### config.mk
export PLATFORM = sky130hd
export DESIGN_NAME = adc_trigger_ctrl_flat
export DESIGN_NICKNAME = d
export VERILOG_FILES = /design/src/rtl/adc_trigger_ctrl_if.sv /design/src/rtl/adc_trigger_ctrl.sv /design/src/flat_wrapper.sv
export SDC_FILE = /design/constraint.sdc
export NUM_CORES = 1
export LEC_CHECK = 0
export BUFFER_PORTS_ARGS = -buffer_cell sky130_fd_sc_hd__buf_2
export CAP_MARGIN = 40
export CORE_MARGIN = 8
export CORE_UTILIZATION = 45
export DETAILED_ROUTE_END_ITERATION = 6
export GPL_TIMING_DRIVEN = 0
export HOLD_SLACK_MARGIN = 0.03
export PLACE_DENSITY = 0.71
export SETUP_SLACK_MARGIN = 0.02
export SLEW_MARGIN = 5
export SYNTH_ARGS = -nofsm -noshare
export SYNTH_HDL_FRONTEND = slang
export SYNTH_SLANG_ARGS = --single-unit
### constraint.sdc
create_clock -name sys_clk -period 7.35 [get_ports sys_clk]
set_input_delay 0 -clock sys_clk [delete_from_list [all_inputs] [get_ports sys_clk]]
set_output_delay 0 -clock sys_clk [all_outputs]
set_load 0.03 [all_outputs]
### src/rtl/adc_trigger_ctrl_if.sv
// Capture-side bus between the trigger stage and the DPRAM ADC write controller.
// The delayed sample stream and start level go downstream, and buffer-full status comes back.
interface adc_trigger_ctrl_if;
    logic [31:0] adc_sample_o;
    logic        acq_start_o;
    logic        acq_done_i;

    modport master (output adc_sample_o, output acq_start_o, input acq_done_i);
    modport slave  (input adc_sample_o, input acq_start_o, output acq_done_i);
endinterface

### src/rtl/adc_trigger_ctrl.sv
// ADC capture trigger: immediate, edge/threshold with hysteresis, and auto (timeout-forced) modes.
// Trigger latency is 2 cycles from the crossing sample; the sample stream is delayed PIPE_DLY cycles.
module adc_trigger_ctrl #(
    parameter int DATA_W   = 16,
    parameter int TMO_W    = 24,
    parameter int PIPE_DLY = 2
) (
    input  logic                     sys_clk,
    input  logic                     sys_rst,
    input  logic [31:0]              adc_sample_in,
    adc_trigger_ctrl_if.master       wr,
    input  logic                     csr_arm_i,
    input  logic [1:0]               csr_mode_i,
    input  logic                     csr_src_i,
    input  logic                     csr_edge_i,
    input  logic [DATA_W-1:0]        csr_level_i,
    input  logic [DATA_W-1:0]        csr_hyst_i,
    input  logic [TMO_W-1:0]         csr_timeout_i,
    output logic [2:0]               csr_state_o,
    output logic                     csr_forced_o,
    output logic [15:0]              csr_trig_cnt_o
);
    typedef enum logic [2:0] {
        ST_IDLE    = 3'd0,
        ST_ARMING  = 3'd1,
        ST_WAIT    = 3'd2,
        ST_CAPTURE = 3'd3,
        ST_DONE    = 3'd4
    } state_t;

    localparam int EW = DATA_W + 2;
    localparam logic signed [EW-1:0] SAT_MAX = EW'((1 << (DATA_W - 1)) - 1);
    localparam logic signed [EW-1:0] SAT_MIN = ~SAT_MAX;

    state_t                    r_state, w_next;
    logic [31:0]               r_pipe [PIPE_DLY];
    logic [1:0]                r_mode;
    logic                      r_src, r_edge, r_forced, r_start;
    logic signed [DATA_W-1:0]  r_level;
    logic [DATA_W-1:0]         r_hyst;
    logic [TMO_W-1:0]          r_timeout, r_tmo;
    logic [15:0]               r_trig_cnt;

    logic                      w_exit_idle, w_pre, w_trig, w_tmo_hit, w_set_forced;
    logic signed [DATA_W-1:0]  w_s, w_thr;
    logic signed [EW-1:0]      w_level_x, w_hyst_x, w_sum;

    assign w_exit_idle = (r_state == ST_IDLE) && csr_arm_i;

    // Stage 0 of the delay line doubles as the registered compare sample.
    assign w_s = r_src ? r_pipe[0][16 +: DATA_W] : r_pipe[0][DATA_W-1:0];

    // Two guard bits so even full-scale hysteresis cannot wrap before saturation.
    assign w_level_x = {{2{r_level[DATA_W-1]}}, r_level};
    assign w_hyst_x  = {2'b00, r_hyst};
    assign w_sum     = r_edge ? (w_level_x + w_hyst_x) : (w_level_x - w_hyst_x);

    always_comb begin
        w_thr = w_sum[DATA_W-1:0];
        if (w_sum > SAT_MAX) begin
            w_thr = SAT_MAX[DATA_W-1:0];
        end else if (w_sum < SAT_MIN) begin
            w_thr = SAT_MIN[DATA_W-1:0];
        end
    end

    assign w_pre     = r_edge ? (w_s > w_thr) : (w_s < w_thr);
    assign w_trig    = r_edge ? (w_s <= r_level) : (w_s >= r_level);
    assign w_tmo_hit = (r_mode == 2'd2) && (r_timeout != '0) && (r_tmo == r_timeout - TMO_W'(1));

    always_comb begin
        w_next       = r_state;
        w_set_forced = 1'b0;
        case (r_state)
            ST_IDLE: begin
                if (csr_arm_i) begin
                    w_next = (csr_mode_i == 2'd0) ? ST_CAPTURE : ST_ARMING;
                end
            end
            ST_ARMING: begin
                if (!csr_arm_i) begin
                    w_next = ST_IDLE;
                end else if (w_tmo_hit) begin
                    w_next       = ST_CAPTURE;
                    w_set_forced = 1'b1;
                end else if (w_pre) begin
                    w_next = ST_WAIT;
                end
            end
            ST_WAIT: begin
                // A real trigger outranks a coincident timeout.
                if (!csr_arm_i) begin
                    w_next = ST_IDLE;
                end else if (w_trig) begin
                    w_next = ST_CAPTURE;
                end else if (w_tmo_hit) begin
                    w_next       = ST_CAPTURE;
                    w_set_forced = 1'b1;
                end
            end
            ST_CAPTURE: begin
                if (!csr_arm_i) begin
                    w_next = ST_IDLE;
                end else if (wr.acq_done_i) begin
                    w_next = ST_DONE;
                end
            end
            ST_DONE: begin
                if (!csr_arm_i) begin
                    w_next = ST_IDLE;
                end
            end
            default: w_next = ST_IDLE;
        endcase
    end

    always_ff @(posedge sys_clk or posedge sys_rst) begin
        if (sys_rst) begin
            for (int i = 0; i < PIPE_DLY; i++) begin
                r_pipe[i] <= '0;
            end
        end else begin
            r_pipe[0] <= adc_sample_in;
            for (int i = 1; i < PIPE_DLY; i++) begin
                r_pipe[i] <= r_pipe[i-1];
            end
        end
    end

    always_ff @(posedge sys_clk or posedge sys_rst) begin
        if (sys_rst) begin
            r_state    <= ST_IDLE;
            r_start    <= 1'b0;
            r_mode     <= '0;
            r_src      <= 1'b0;
            r_edge     <= 1'b0;
            r_level    <= '0;
            r_hyst     <= '0;
            r_timeout  <= '0;
            r_tmo      <= '0;
            r_forced   <= 1'b0;
            r_trig_cnt <= '0;
        end else begin
            r_state <= w_next;
            r_start <= (w_next == ST_CAPTURE) || (w_next == ST_DONE);
            if (w_exit_idle) begin
                r_mode    <= csr_mode_i;
                r_src     <= csr_src_i;
                r_edge    <= csr_edge_i;
                r_level   <= csr_level_i;
                r_hyst    <= csr_hyst_i;
                r_timeout <= csr_timeout_i;
            end
            if (r_state == ST_IDLE && w_next == ST_ARMING) begin
                r_tmo    <= '0;
                r_forced <= 1'b0;
            end else if (r_state == ST_ARMING || r_state == ST_WAIT) begin
                r_tmo <= r_tmo + TMO_W'(1);
            end
            if (w_set_forced) begin
                r_forced <= 1'b1;
            end
            if (w_next == ST_CAPTURE && r_state != ST_CAPTURE) begin
                r_trig_cnt <= r_trig_cnt + 16'd1;
            end
        end
    end

    assign wr.adc_sample_o = r_pipe[PIPE_DLY-1];
    assign wr.acq_start_o  = r_start;
    assign csr_state_o     = r_state;
    assign csr_forced_o    = r_forced;
    assign csr_trig_cnt_o  = r_trig_cnt;
endmodule

### src/flat_wrapper.sv
// flat-port wrapper written by rule: the top's interface ports become plain ports
module adc_trigger_ctrl_flat 
#(
    parameter int DATA_W   = 16,
    parameter int TMO_W    = 24,
    parameter int PIPE_DLY = 2
)
  (sys_clk, sys_rst, adc_sample_in, csr_arm_i, csr_mode_i, csr_src_i, csr_edge_i, csr_level_i, csr_hyst_i, csr_timeout_i, csr_state_o, csr_forced_o, csr_trig_cnt_o, wr_adc_sample_o, wr_acq_start_o, wr_acq_done_i);
  adc_trigger_ctrl_if wr_i ();
  input  logic sys_clk;
  input  logic sys_rst;
  input  logic [31:0] adc_sample_in;
  input  logic csr_arm_i;
  input  logic [1:0] csr_mode_i;
  input  logic csr_src_i;
  input  logic csr_edge_i;
  input  logic [DATA_W-1:0] csr_level_i;
  input  logic [DATA_W-1:0] csr_hyst_i;
  input  logic [TMO_W-1:0] csr_timeout_i;
  output logic [2:0] csr_state_o;
  output logic csr_forced_o;
  output logic [15:0] csr_trig_cnt_o;
  output wire logic [$bits(wr_i.adc_sample_o)-1:0] wr_adc_sample_o;
  output wire logic [$bits(wr_i.acq_start_o)-1:0] wr_acq_start_o;
  input wire logic [$bits(wr_i.acq_done_i)-1:0] wr_acq_done_i;
  assign wr_adc_sample_o = wr_i.adc_sample_o;
  assign wr_acq_start_o = wr_i.acq_start_o;
  assign wr_i.acq_done_i = wr_acq_done_i;
  adc_trigger_ctrl #(.DATA_W(DATA_W), .TMO_W(TMO_W), .PIPE_DLY(PIPE_DLY)) u_core (.sys_clk(sys_clk), .sys_rst(sys_rst), .adc_sample_in(adc_sample_in), .wr(wr_i), .csr_arm_i(csr_arm_i), .csr_mode_i(csr_mode_i), .csr_src_i(csr_src_i), .csr_edge_i(csr_edge_i), .csr_level_i(csr_level_i), .csr_hyst_i(csr_hyst_i), .csr_timeout_i(csr_timeout_i), .csr_state_o(csr_state_o), .csr_forced_o(csr_forced_o), .csr_trig_cnt_o(csr_trig_cnt_o));
endmodule
* Word-level counts from Yosys, hierarchy flattened *
Cells that the tools add are included.

operators by class
  add/sub/neg operators = 5
  equal/unequal tests = 10
  muxes and demuxes = 27
  $lt $le $gt $ge = 6
  reduce and logical (&&, ||, !) cells = 12

operators by type and width
  kind                   count
  $mux 16                3
  $mux 24                2
  $mux 3                 10
  $add 24x1->24 const B  1
  $eq 24x24->1           1
  $reduce_bool 24->1     1
  $sub 24x1->24 const B  1
  $add 16x17->18         1
  $gt 18x16->1 const B   1
  $lt 18x16->1 const B   1
  $mux 18                1
  $sub 16x17->18         1
  $add 16x1->16 const B  1
  $ge 16x16->1           1
  $gt 16x16->1           1
  $le 16x16->1           1
  $lt 16x16->1           1
  $pmux 3 s5             1
  $eq 3x2->1 const B     3
  $mux 1                 8
  $eq 3x1->1 const B     2
  $eq 3x3->1 const B     2
  $logic_and 1x1->1      5
  $reduce_bool 2->1      2
  other kinds (7)        8

storage, ports and cells
  output and inout bits = 53
  bits of input ports = 96
  logic and storage cells = 73
  bits in registers = 169

* Longest topological paths before layout *
  word-level depth = 15
  depth in mapped cells = 32
  mapped depth without buffers = 30

* Least setup slack after synthesis *
Ideal clock, no wire load.

  path type = reg2reg
  from = register u_core.r_hyst[0]
  to = register u_core.r_start, in the netlist u_core.wr.acq_start_o
  library setup time = 0.127 ns
  slack = 0.731 ns
  period minus slack after synthesis = 6.619 ns
  buffers on the path = 1
  required time = 7.223 ns
  stages on the path, launching flop included = 31
  data arrival time = 6.492 ns
  cell sequence = dfrtp_1 > inv_1 > ha_1 > nand2b_1 > or4_1 > nor2_1 > a21oi_1 > xor2_1 > ha_1 > a211o_1 > nor3_1 > o21ai_0 > a211oi_1 > nor2_1 > nor2_1 > xnor2_1 > o22ai_1 > a211oi_1 > clkbuf_1 > a21oi_1 > ha_1 > nand4_1 > or4_1 > a21oi_1 > nor2_1 > o21ai_0 > mux2_2 > a21oi_1 > o21bai_1 > a21oi_1 > or2_2

between the ends
  longest elaborated chain between the ends = 13
  elaborated cells on any way between the ends = 17
  those cells by class = add/sub (2); order compare (4); eq/ne (2); mux (8); reduce/logical (1)

ends and longest elaborated chain
  what                                              RTL line                 text
  from (decl)                                       adc_trigger_ctrl.sv:40   logic [DATA_W-1:0] r_hyst;
  from (signal assigned)                            adc_trigger_ctrl.sv:151  r_hyst <= csr_hyst_i;
  $sub 16x17->18 or $add 16x17->18 (tied branches)  adc_trigger_ctrl.sv:56   assign w_sum = r_edge ? (w_level_x + w_hyst_x) : (w_level_x - w_hyst_x);
  $mux 18 (*)                                       adc_trigger_ctrl.sv:56
  $lt 18x16->1                                      adc_trigger_ctrl.sv:62   end else if (w_sum < SAT_MIN) begin
  $mux 16                                           adc_trigger_ctrl.sv:62
  $mux 16 (*)                                       adc_trigger_ctrl.sv:60   if (w_sum > SAT_MAX) begin
  $lt 16x16->1 or $gt 16x16->1 (tied branches)      adc_trigger_ctrl.sv:67   assign w_pre = r_edge ? (w_s > w_thr) : (w_s < w_thr);
  $mux 1 (*)                                        adc_trigger_ctrl.sv:67
  $mux 3 (*)                                        adc_trigger_ctrl.sv:86   end else if (w_pre) begin
  $mux 3 (*)                                        adc_trigger_ctrl.sv:83   end else if (w_tmo_hit) begin
  $mux 3 (*)                                        adc_trigger_ctrl.sv:81   if (!csr_arm_i) begin
  $pmux 3 s5 (*)                                    adc_trigger_ctrl.sv:74   case (r_state)
  $eq 3x2->1 or $eq 3x3->1 (tied branches)          adc_trigger_ctrl.sv:145  r_start <= (w_next == ST_CAPTURE) || (w_next == ST_DONE);
  $logic_or 1x1->1 (*)                              adc_trigger_ctrl.sv:145
  to (signal assigned)                              adc_trigger_ctrl.sv:145
  to (decl)                                         adc_trigger_ctrl.sv:38   logic r_src, r_edge, r_forced, r_start;

Every way passes the cells marked *; elsewhere a longest branch is shown, timed or not.
A chain may end at the register's enable or synchronous reset.

* Worst setup path in the final report *
Same ends and word-level chain as after synthesis.

==> flow_summary_export.csv <==
group,metric,value,unit
outcome,status,"finished clean",
cells_and_area,drive_gt1_share,25.66,%
yosys,synth_seq_cells,169,
worst_setup_path,crit_type,"register to register",
worst_setup_path,critical_path_required,7650,ps
worst_setup_path,cp_max_fo,10,
floorplan,ios,149,
yosys,syn-num-nets,1074,
worst_setup_path,cp-startpoint,"u_core.r_hyst[0]",
power_and_ir_drop,ir_worst_vdd,324.5,uV
sta,fin_ws,460.8,ps
clocking,cts-htree-levels,4,
worst_setup_path,timing.rr.start,"u_core.r_hyst[0]",
yosys,synth_edf_count,0,
placed_design,place_congestion,0.9122,
grt,track_usage,19.19,%
worst_setup_path,regToRegEndpoint,"u_core.wr.acq_start_o",
worst_setup_path,rr_worst_depth,30,
cells_and_area,final_common_cell,"dfrtp_1",
floorplan,die_y,161.1,um
grt,grt_pass1_wl,40.37,mm
yosys,syn_inst,923,
placed_design,portBuffers,148,
floorplan,die_area,25950,um^2
clocking,cts_tree,"built",
yosys,synth.distinct_cells,71,
grt,antenna_found_initial,0,
cells_and_area,synthToLayoutAreaGrowth,29.28,%
routing,num_vias,7773,
placed_design,place_ws,-654.6,ps
routing,drt-total-wl,24.72,mm
grt,grt.overflow.total,0,
power_and_ir_drop,power_density,504.0,nW/um^2
sta,min_period,6889,ps
yosys,async_flop_share,100.0,%
clocking,cts_buffers,17,
clocking,cts.sinks,169,
clocking,clock_latency,420,ps
grt,grt_max_degree,95,
sta,finalMaxSlewViolations,0,
worst_setup_path,r2r_slack,460,ps
sta,slew_headroom,43.23,%
sta,rsz0062_at_grt,"no",
yosys,synth_ff_type,"dfrtp_1",
routing,firstDrtPassIters,7,
yosys,syn_area,9474,um^2
flow_run,max_cap_violations,0,
sta,final_hold_viol_count,0,
floorplan,core_area,20820,um^2
cells_and_area,num_antenna_cells,0,
placed_design,place_hpwl,17.78,mm
clocking,clock_path_buffers,2,
sta,fin_worst_skew,12.78,ps
routing,drc,0,
worst_setup_path,crit_path_end_kind,"register",
sta,worst_pin_slew,830.1,ps
sta,fin_crit_sh,93.73,%
routing,wl_per_cell,16.72,um
floorplan,placementRows,53,
floorplan,initial_core_util,45.50,%
placed_design,placed_cells,1347,
cells_and_area,final_nets,1342,
worst_setup_path,arrival,7190,ps
hold_path,min_path_type,"input port to async pin",
grt,grt_pass1_vias,7880,
yosys,syn_area_per_cell,10.26,um^2
worst_setup_path,start_kind,"register",
worst_setup_path,critPathSlowestCell,"or4_4",
cells_and_area,fin_cells,1479,
sta,setup_violations,0,
floorplan,die_w,161.1,um
clocking,clkTransAtPathRegs,70,ps
routing,viasPerCell,5.256,
routing,ant_nets,0,
yosys,ys_seq_area_share,44.64,%
clocking,root_buffer,"clkbuf_16",
cells_and_area,final_cell_mix,"dfrtp_1 (169), buf_2 (148), dlygate4sd3_1 (95)",
yosys,ys.warnings.count,0,
power_and_ir_drop,p_leak,5.581,nW
sta,fmax,145.2,MHz
worst_setup_path,cpPeakStageDelay,540,ps
routing,drtIter0Drc,405,
power_and_ir_drop,power,6.173,mW
==> routing by layer <==
layer	vias up	global-route usage (%)	wire (um)
li1	3761	-	-
met1	3780	24.69	11230
met2	203	31.99	11820
met3	29	4.480	1213
met4	0	4.966	462
met5	-	0	0
==> power by group <==
group          switching (mW)  internal [mW]
combinational            2.16           1.73
clock                   0.380          0.514
sequential              0.238           1.15
==> synth_stat cells (all sizes together), types with 8 or more instances <==
| cell type | instances | area [um^2] |
|---|---|---|
| a211oi | 10 | 75.07 |
| a21o | 10 | 75.07 |
| a21oi | 49 | 256.5 |
| and3 | 11 | 68.82 |
| buf | 41 | 304.0 |
| clkbuf | 22 | 83.83 |
| dfrtp | 169 | 4229 |
| ha | 54 | 675.7 |
| inv | 35 | 131.4 |
| mux2 | 55 | 619.3 |
| mux2i | 8 | 80.08 |
| nand2 | 57 | 214.0 |
| nand2b | 11 | 68.82 |
| nand3 | 25 | 125.1 |
| nand4 | 27 | 168.9 |
| nor2 | 69 | 259.0 |
| nor2b | 8 | 50.05 |
| nor3 | 16 | 85.08 |
| nor4 | 11 | 83.83 |
| o21ai | 49 | 245.2 |
| xnor2 | 54 | 473.0 |
| xor2 | 45 | 394.1 |
==> kinds of logic (layout without fill, tap and decap cells) <==
family	after synthesis	after routing	synth area share (%)
and+or+nand+nor	276	276	15.21
AOI/OAI and AO/OA	162	162	10.66
adders and majority gates	55	55	7.343
muxes	63	63	7.382
buffers and inverters	99	380	5.613
xor gates and xnor gates	99	99	9.152
DFF	169	169	44.64
==> state kept, by name (all words and copies together), names as in the netlist <==
| register | count |
|---|---|
| u_core.csr_forced_o | 1 |
| u_core.csr_state_o | 3 |
| u_core.csr_trig_cnt_o | 16 |
| u_core.r_edge | 1 |
| u_core.r_hyst | 16 |
| u_core.r_level | 16 |
| u_core.r_mode | 2 |
| u_core.r_pipe | 32 |
| u_core.r_src | 1 |
| u_core.r_timeout | 24 |
| u_core.r_tmo | 24 |
| u_core.wr.acq_start_o | 1 |
| u_core.wr.adc_sample_o | 32 |
==> worst max-delay path by stage <==
stage	endpoint	depth (start not counted)
detailed placement	u_core.wr.acq_start_o	26
CTS	u_core.wr.acq_start_o	30
global placement	u_core.wr.acq_start_o	29
finish	u_core.wr.acq_start_o	30
global route	u_core.wr.acq_start_o	31
floorplan	u_core.wr.acq_start_o	30
==> critical path: cells and delay by family, from the launching register on <==
family                     cells  cell delay [ps]
AOI/OAI and AO/OA             14             2630
and+or+nand+nor                8             1810
adders and majority gates      3              800
muxes                          2              550
DFF                            1              410
buffers and inverters          2              350
xor gates and xnor gates       1              220
==> through the flow <==
| step | area [um^2] | hold WS [ps] | TNS [ps] | util, % |
|---|---|---|---|---|
| 2_1_floorplan | 9474 | 31.43 | 0 | - |
| 3_3_place_gp | 10560 | 107.8 | -8879 | 50.71 |
| 3_5_place_dp | 10600 | 94.65 | -9719 | 50.91 |
| 4_1_cts | 12180 | 180.2 | 0 | 58.48 |
| 5_1_grt | 12250 | 196.6 | 0 | 58.82 |
| 6_report | 12250 | 190.0 | 0 | 58.82 |
==> area by class of cell <==
class / instances / area, um^2
timing repair buffer: 249 / 1757
clock inverter: 12 / 142.6
clock buffer: 20 / 446.7
buffer: 64 / 407.9
sequential: 169 / 4229
fill: 1786 / 8574
tap: 275 / 344.1
inverter: 35 / 138.9
multi-input combinational: 655 / 4782
==> repair_timing <==
action / in CTS / in global routing
endpoints found under the setup margin: 19 / 19
hold buffers: 95 / 0
resized for setup: 9 / 12
setup buffers: 0 / 5
pin swaps: 1 / 5
endpoints found under the hold margin: 172 / 0
No activity file was read; power rests on OpenSTA's default activity.
